### config.mk
export PLATFORM = sky130hd
export DESIGN_NAME = data_memory_ctrl
export DESIGN_NICKNAME = d
export VERILOG_FILES = /design/src/rtl/data_memory_ctrl.sv
export SDC_FILE = /design/constraint.sdc
export NUM_CORES = 2
export LEC_CHECK = 0
export ABC_CLOCK_PERIOD_IN_PS = 5950
export CELL_PAD_IN_SITES_DETAIL_PLACEMENT = 1
export CELL_PAD_IN_SITES_GLOBAL_PLACEMENT = 1
export CORE_MARGIN = 2
export CORE_UTILIZATION = 40
export DETAILED_ROUTE_END_ITERATION = 8
export GPL_TIMING_DRIVEN = 0
export MAX_ROUTING_LAYER = met4
export PLACE_DENSITY = 0.62
export SYNTH_ARGS = -nofsm -noshare
export SYNTH_HDL_FRONTEND = slang
export SYNTH_SLANG_ARGS = --single-unit
### constraint.sdc
create_clock -name clk -period 5.95 [get_ports clk]
set_clock_uncertainty 0.1 [all_clocks]
set_input_delay 1.19 -clock clk [delete_from_list [all_inputs] [get_ports clk]]
set_output_delay 1.19 -clock clk [all_outputs]
set_load 0.02 [all_outputs]
### src/rtl/data_memory_ctrl.sv
// data_memory_ctrl: word-addressed data memory with a valid/ready request
// port, one-cycle response pulse, post-reset clear, byte-enabled writes,
// configurable wait states and out-of-range flagging.
module data_memory_ctrl #(
  parameter int unsigned DATA_W      = 32,
  parameter int unsigned ADDR_W      = 16,
  parameter int unsigned DEPTH       = 64,
  parameter int unsigned WAIT_CYCLES = 1
) (
  input  logic                clk,
  input  logic                reset,
  input  logic                req_valid,
  output logic                req_ready,
  input  logic                req_write,
  input  logic [ADDR_W-1:0]   req_addr,
  input  logic [DATA_W-1:0]   req_wdata,
  input  logic [DATA_W/8-1:0] req_be,
  output logic                rsp_valid,
  output logic [DATA_W-1:0]   rsp_rdata,
  output logic                rsp_err,
  output logic                init_busy
);

  localparam int unsigned BE_W  = DATA_W / 8;
  localparam int unsigned IDX_W = (DEPTH > 1) ? $clog2(DEPTH) : 1;

  localparam logic [IDX_W-1:0] LAST_IDX  = IDX_W'(DEPTH - 1);
  localparam logic [ADDR_W:0]  DEPTH_EXT = (ADDR_W + 1)'(DEPTH);
  localparam logic [3:0]       WAIT_INIT = (WAIT_CYCLES == 0) ? 4'd0
                                                              : 4'(WAIT_CYCLES - 1);

  typedef enum logic [1:0] {
    ST_INIT,
    ST_IDLE,
    ST_WAIT,
    ST_RESP
  } state_t;

  state_t state_q, state_d;

  logic [IDX_W-1:0]  init_cnt_q, init_cnt_d;
  logic [3:0]        wait_cnt_q, wait_cnt_d;

  logic              wr_q, wr_d;
  logic [ADDR_W-1:0] addr_q, addr_d;
  logic [DATA_W-1:0] wdata_q, wdata_d;
  logic [BE_W-1:0]   be_q, be_d;

  logic [DATA_W-1:0] rsp_rdata_q, rsp_rdata_d;
  logic              rsp_err_q, rsp_err_d;

  logic [DATA_W-1:0] mem_q [DEPTH];

  logic              mem_we;
  logic [IDX_W-1:0]  mem_widx;
  logic [DATA_W-1:0] mem_wdata;

  // Access operands: with no wait states the access happens on the accept
  // edge itself, so the live request inputs are used instead of the capture.
  logic              enter_resp;
  logic              acc_write;
  logic [ADDR_W-1:0] acc_addr;
  logic [DATA_W-1:0] acc_wdata;
  logic [BE_W-1:0]   acc_be;
  logic [IDX_W-1:0]  acc_idx;
  logic              acc_in_range;
  logic [DATA_W-1:0] acc_cur;
  logic [DATA_W-1:0] acc_merged;

  // Next-state, capture, clear sequencing and memory access decode.
  always_comb begin
    state_d     = state_q;
    init_cnt_d  = init_cnt_q;
    wait_cnt_d  = wait_cnt_q;
    wr_d        = wr_q;
    addr_d      = addr_q;
    wdata_d     = wdata_q;
    be_d        = be_q;
    rsp_rdata_d = rsp_rdata_q;
    rsp_err_d   = rsp_err_q;
    mem_we      = 1'b0;
    mem_widx    = '0;
    mem_wdata   = '0;
    enter_resp  = 1'b0;

    if (state_q == ST_IDLE) begin
      acc_write = req_write;
      acc_addr  = req_addr;
      acc_wdata = req_wdata;
      acc_be    = req_be;
    end else begin
      acc_write = wr_q;
      acc_addr  = addr_q;
      acc_wdata = wdata_q;
      acc_be    = be_q;
    end
    acc_idx      = acc_addr[IDX_W-1:0];
    acc_in_range = ({1'b0, acc_addr} < DEPTH_EXT);
    acc_cur      = mem_q[acc_idx];
    acc_merged   = acc_cur;
    for (int unsigned i = 0; i < BE_W; i++) begin
      if (acc_be[i]) begin
        acc_merged[8*i +: 8] = acc_wdata[8*i +: 8];
      end
    end

    case (state_q)
      ST_INIT: begin
        mem_we    = 1'b1;
        mem_widx  = init_cnt_q;
        mem_wdata = '0;
        if (init_cnt_q == LAST_IDX) begin
          state_d    = ST_IDLE;
          init_cnt_d = '0;
        end else begin
          init_cnt_d = init_cnt_q + 1'b1;
        end
      end
      ST_IDLE: begin
        if (req_valid) begin
          wr_d    = req_write;
          addr_d  = req_addr;
          wdata_d = req_wdata;
          be_d    = req_be;
          if (WAIT_CYCLES == 0) begin
            state_d    = ST_RESP;
            enter_resp = 1'b1;
          end else begin
            state_d    = ST_WAIT;
            wait_cnt_d = WAIT_INIT;
          end
        end
      end
      ST_WAIT: begin
        if (wait_cnt_q == 4'd0) begin
          state_d    = ST_RESP;
          enter_resp = 1'b1;
        end else begin
          wait_cnt_d = wait_cnt_q - 4'd1;
        end
      end
      ST_RESP: begin
        state_d = ST_IDLE;
      end
      default: begin
        state_d = ST_INIT;
      end
    endcase

    if (enter_resp) begin
      if (!acc_in_range) begin
        rsp_rdata_d = '0;
        rsp_err_d   = 1'b1;
      end else if (acc_write) begin
        rsp_rdata_d = acc_merged;
        rsp_err_d   = 1'b0;
        mem_we      = 1'b1;
        mem_widx    = acc_idx;
        mem_wdata   = acc_merged;
      end else begin
        rsp_rdata_d = acc_cur;
        rsp_err_d   = 1'b0;
      end
    end

    // Synchronous reset overrides everything, including any pending write.
    if (reset) begin
      state_d     = ST_INIT;
      init_cnt_d  = '0;
      wait_cnt_d  = '0;
      rsp_rdata_d = '0;
      rsp_err_d   = 1'b0;
      mem_we      = 1'b0;
    end
  end

  // Control and response registers.
  always_ff @(posedge clk) begin
    state_q     <= state_d;
    init_cnt_q  <= init_cnt_d;
    wait_cnt_q  <= wait_cnt_d;
    wr_q        <= wr_d;
    addr_q      <= addr_d;
    wdata_q     <= wdata_d;
    be_q        <= be_d;
    rsp_rdata_q <= rsp_rdata_d;
    rsp_err_q   <= rsp_err_d;
  end

  // Storage array write port.
  always_ff @(posedge clk) begin
    if (mem_we) begin
      mem_q[mem_widx] <= mem_wdata;
    end
  end

  assign req_ready = (state_q == ST_IDLE);
  assign rsp_valid = (state_q == ST_RESP);
  assign init_busy = (state_q == ST_INIT);
  assign rsp_rdata = rsp_rdata_q;
  assign rsp_err   = rsp_err_q;

endmodule

; Word level (Yosys, flattened, before mapping)
; Memory sizes are Yosys's and may differ from the RTL's.
; Cells that the tools add are included.
[totals]
ram_bits = 2048
inputBits = 56
ff_bits = 98
n_memories = 1
output_inout_bits = 36
elab_cells = 62
[classes]
add_sub_neg = 2
magnitude_cmp = 1
reduce_logical = 6
mux = 35
n_eq_ne = 8
[memory_table]
columns = name, words, width, read_ports, rd_clocked_by_memory_dff, write_ports, line_no
row1 = mem_q, 64, 32, 1, 0, 1, 52  ; logic [DATA_W-1:0] mem_q [DEPTH];
[op_table]
columns = op, n
row1 = 2-to-1 mux 32 bit, 6
row2 = 2-to-1 mux 8 bit, 4
row3 = 2-to-1 mux 6 bit, 5
row4 = "< comparator 16 x 7 -> 1 bit, second input constant", 1
row5 = 2-to-1 mux 16 bit, 1
row6 = 2-to-1 mux 4 bit, 3
row7 = 2-to-1 mux 1 bit, 11
row8 = one-hot mux 2 bit (4 select lines), 1
row9 = one-hot mux 4 bit (2 select lines), 1
row10 = "adder 6 x 1 -> 6 bit, second input constant", 1
row11 = "== test 6 bit, second input constant", 1
row12 = 2-to-1 mux 2 bit, 3
row13 = "!= test 2 bit, second input constant", 3
row14 = AND reduction 3 bit, 2
row15 = "== test 2 bit, second input constant", 2
row16 = logical NOT 4 bit, 1
row17 = "subtractor 4 x 1 -> 4 bit, second input constant", 1
row18 = "== test 2 x 1 -> 1 bit, second input constant", 1
row19 = logical NOT 2 bit, 1
row20 = "!= test 2 x 1 -> 1 bit, second input constant", 1
row21 = AND reduction 2 bit, 1
row22 = nonzero test 2 bit, 1

; Logic depth before layout (Yosys ltp)
[logic_depth]
depth_word = 8
ltp_mapped = 14
depth_no_buf = 10

; Worst setup path after synthesis
; Ideal clock, no wire load.
[synth_path]
path_kind = input port to flip-flop
startpoint = input req_addr[0]
endpoint = memory mem_q[0][21] (data pin)
arrival_ns = 5.484
slack_ns = -0.354
path_buffers = 3
setup_ns = 0.721
path_stages = 10
path_cell_list = mux2_2 -> buf_6 -> buf_6 -> buf_4 -> mux2i_1 -> a221oi_1 -> o21ai_0 -> a21oi_1 -> nand4_1 -> a211oi_1
[synth_via]
elab_chain_len = 6
[synth_lines]
columns = item, line_no
row1 = start: declaration, 15  ; input logic [ADDR_W-1:0] req_addr,
row2 = 2-to-1 mux 16 bit *, 86  ; if (state_q == ST_IDLE) begin
row3 = memory (64 x 32 bit), n/a
row4 = 2-to-1 mux 8 bit, 102  ; if (acc_be[i]) begin
row5 = 2-to-1 mux 32 bit, 154  ; end else if (acc_write) begin
row6 = 2-to-1 mux 32 bit *, 151  ; if (!acc_in_range) begin
row7 = 2-to-1 mux 32 bit *, 150  ; if (enter_resp) begin
row8 = named net mem_wdata[21], 56  ; logic [DATA_W-1:0] mem_wdata;
row9 = end: declaration, 52
; Mark *: on every way through the listed nets, which the timed path passes. The rest lies on a longest branch.

; Worst setup path in the final report
[layout_path]
startpoint = register state_q[1]
endpoint = memory mem_q[31][1] (data pin)
[layout_via]
elab_chain_len = 7
[layout_lines]
columns = item, line_no
row1 = start: declaration, 39  ; state_t state_q, state_d;
row2 = start signal: assignment, 179  ; state_q <= state_d;
row3 = == test 2 x 1 -> 1 bit, 86
row4 = 2-to-1 mux 16 bit, 86
row5 = memory (64 x 32 bit), n/a
row6 = 2-to-1 mux 8 bit, 102
row7 = 2-to-1 mux 32 bit, 154
row8 = 2-to-1 mux 32 bit, 151
row9 = 2-to-1 mux 32 bit *, 150
row10 = named net mem_wdata[1], 56
; Marked as above.

==> flow_summary.json <==
{
  "status": "finished with violations",
  "violations": "capacitance limit, slew limit, setup timing",
  "max-clock-path-buffers": 3,
  "dr.pass1.iters": 8,
  "dp_hpwl_um": 303100,
  "critPathArrivalTime_ps": 6900,
  "fill_cells": 21250,
  "worst_hold_path_type": "reg2reg",
  "hold-path-cell-count": 2,
  "avgViaCountPerCell": 6.534,
  "numPortBuffers": 90,
  "p_per_area_nw_per_um2": 303.6,
  "drive_above_1_share": 0.1409,
  "chipWidth_um": 467.4,
  "hold_end": "rsp_err$_SDFFE_PP0P_",
  "holdCritStartpoint": "rsp_err$_SDFFE_PP0P_",
  "clkSinkCount": 2146,
  "ys_seq_area_frac": 0.7451,
  "endpoint_kind": "flip-flop",
  "die_h_um": 467.4,
  "layout_setup_ws_ps": -356.1,
  "grt_pass1_wl_um": 556800,
  "htree_levels": 4,
  "ir_worst_vdd_uv": 356.5,
  "grt_pass1_vias": 61440,
  "async_flop_share": 0,
  "fin_area_sq_um": 103500,
  "synth_ff_type": "edfxtp_1",
  "track_usage": 0.3946,
  "r2r_end": "mem_q[31][1]$_DFFE_PP_",
  "cp.required_ps": 6550,
  "layout.nets": 6957,
  "setup_viol": 738,
  "ctsHoldBuffers": 0,
  "fmax_ghz": 0.1586,
  "grt_overflow": 0,
  "maxSlewViolCount": 35,
  "synth_nets": 6371,
  "cts_made_buffers": 218,
  "root_buffer": "clkbuf_16",
  "antenna_found_initial": 36,
  "fin_crit_ps": 6306,
  "syn_area_per_cell_sq_um": 13.62,
  "synthDistinctLibCells": 66,
  "grt_max_degree": 54,
  "netlist_area_sq_um": 85890,
  "r2r_start": "state_q[1]$_SDFFE_PP0P_",
  "clock_latency_ps": 920,
  "reg2reg_setup_slack_ps": -360,
  "ant_nets": 0,
  "power_leakage_uw": 0.03765,
  "synth_edf_count": 2101,
  "slew_headroom": -0.09530,
  "drt_iter0_drc": 12160,
  "crit_type": "reg2reg",
  "worstPathMaxFanout": 32,
  "cts_tree": "yes",
  "wl_per_cell_um": 42.86,
  "remaining_drc_errors": 0,
  "area_growth_pct": 20.49,
  "vias": 64920,
  "layout_commonest_cell": "edfxtp_1",
  "worstSetupStartpointType": "flip-flop",
  "maxCapViolCount": 4,
  "ys_ff_latch": 2146,
  "start_util": 0.4014,
  "rows": 170,
  "wl_um": 425800,
  "postPlaceCellArea_sq_um": 95370,
  "fin_crit_sh": 1.060,
  "fp.dieArea_sq_um": 218400,
  "synth_cells": 6308,
  "synth_warnings": 0,
  "tightest_slew_ps": 1597,
  "place_congestion": 0.9960,
  "ios": 92,
  "hold_viol_final": 0,
  "rr_worst_depth": 12,
  "clk_pin_slew_ps": 60,
  "core_sq_um": 214000,
  "layout_common_cells": "2,101 x edfxtp_1, 1,637 x nand2_1, 875 x nand3_1, 321 x mux2i_1, 240 x a21oi_1",
  "hold_ws_ps": 413.7
}
layer usage:
layer  vias up  track usage  wire length, um
met4         0       0.2457            33040
met2      5366       0.5529           179400
met1     33400       0.4924           150900
met3      1389       0.1297            62490
met5         -            -                0
li1      24760            -                -
metrics by stage:
step	worst slack [ps]	setup TNS, ps	instances	util	total power, uW
floorplan	692.9	0	6308	-	17210
global placement	-5955	-	9236	0.4222	17870
detailed placement	-1645	-2254960	9431	0.4457	17920
CTS	6.504	0	9878	0.4811	31250
global route	-73.71	-1143	9930	0.4835	31850
finish	-356.1	-84490	9936	0.4836	31410
how the worst max path moves through the flow:
stage	startpoint	to	slack (ps)	cells after the start
after global placement	req_addr[2]	mem_q[15][4]$_DFFE_PP_	-5950	9
after global routing	state_q[1]$_SDFFE_PP0P_	mem_q[49][5]$_DFFE_PP_	-70	13
final	state_q[1]$_SDFFE_PP0P_	mem_q[31][1]$_DFFE_PP_	-360	12
after detailed placement	req_addr[3]	mem_q[8][30]$_DFFE_PP_	-1650	10
after floorplan	req_addr[0]	mem_q[0][19]$_DFFE_PP_	690	10
after CTS	state_q[1]$_SDFFE_PP0P_	mem_q[13][10]$_DFFE_PP_	7	14
area by class of cell:
cell class                      count  area (sq um)  share of cell area
Multi-Input combinational cell   3753         21030              0.2032
Clock inverter                    138          1169             0.01129
Clock buffer                      263          5718             0.05526
Buffer                            403          2001             0.01933
Sequential cell                  2146         63990              0.6184
Timing Repair Buffer              365          5941             0.05741
Tap cell                         2838          3551             0.03431
Antenna cell                       23         57.56           0.0005562
Inverter                            7         26.28           0.0002539
timing repair:
item / 4_1_cts / 5_1_grt
pin swaps: 31 / 17
gates cloned: 3 / 1
endpoints found under the hold margin: 0 / 0
resized for setup: 57 / 16
endpoints found under the setup margin: 3206 / 759
buffers inserted: 46 / 33
kinds of logic after synthesis:
kind of cell | synth area share
xor+xnor | 0.0005099
simple gates | 0.1338
fa+ha+maj | 0.001020
flops | 0.7451
compound gates | 0.05422
buf+inv | 0.02258
mux | 0.04279
power by group:
part | switching [uW] | internal [uW]
clock network | 6190 | 7520
logic | 1020 | 275
registers | 15.6 | 16400
total | 7230 | 24200
synthesized netlist by cell type (21+ instances only):
| library cell | number | area share |
|---|---|---|
| a211oi_1 | 48 | 0.0042 |
| nor2_1 | 88 | 0.0038 |
| nand4_1 | 32 | 0.0023 |
| mux2i_1 | 324 | 0.038 |
| o21ai_0 | 38 | 0.0022 |
| a21boi_0 | 21 | 0.0018 |
| buf_2 | 176 | 0.010 |
| o2111ai_1 | 32 | 0.0033 |
| clkbuf_1 | 128 | 0.0056 |
| nand2_1 | 1640 | 0.072 |
| a221oi_1 | 45 | 0.0046 |
| o221ai_1 | 47 | 0.0048 |
| edfxtp_1 | 2101 | 0.73 |
| a32oi_1 | 36 | 0.0037 |
| buf_1 | 68 | 0.0030 |
| a31oi_1 | 39 | 0.0028 |
| a21oi_1 | 252 | 0.015 |
| buf_4 | 24 | 0.0021 |
| nand3_1 | 880 | 0.051 |
| dfxtp_1 | 45 | 0.010 |
registers in the layout, indices dropped and copies added (netlist names):
register and cells:
mem_q 2048, rsp_rdata 32, wdata_q 32, addr_q 16
init_cnt_q 6, be_q 4, wait_cnt_q 4, state_q 2
rsp_err 1, wr_q 1
critical path: stages, from the launching register on:
cell      delay [ps]
dfxtp_1          340
inv_1            120
ha_2             460
buf_6            360
buf_6            220
mux2i_4          600
buf_2            470
buf_2            410
nand3_1          390
o221ai_1         680
nand4_1          850
a21oi_4          710
buf_12           270
Power figures use the tool's default switching activity.
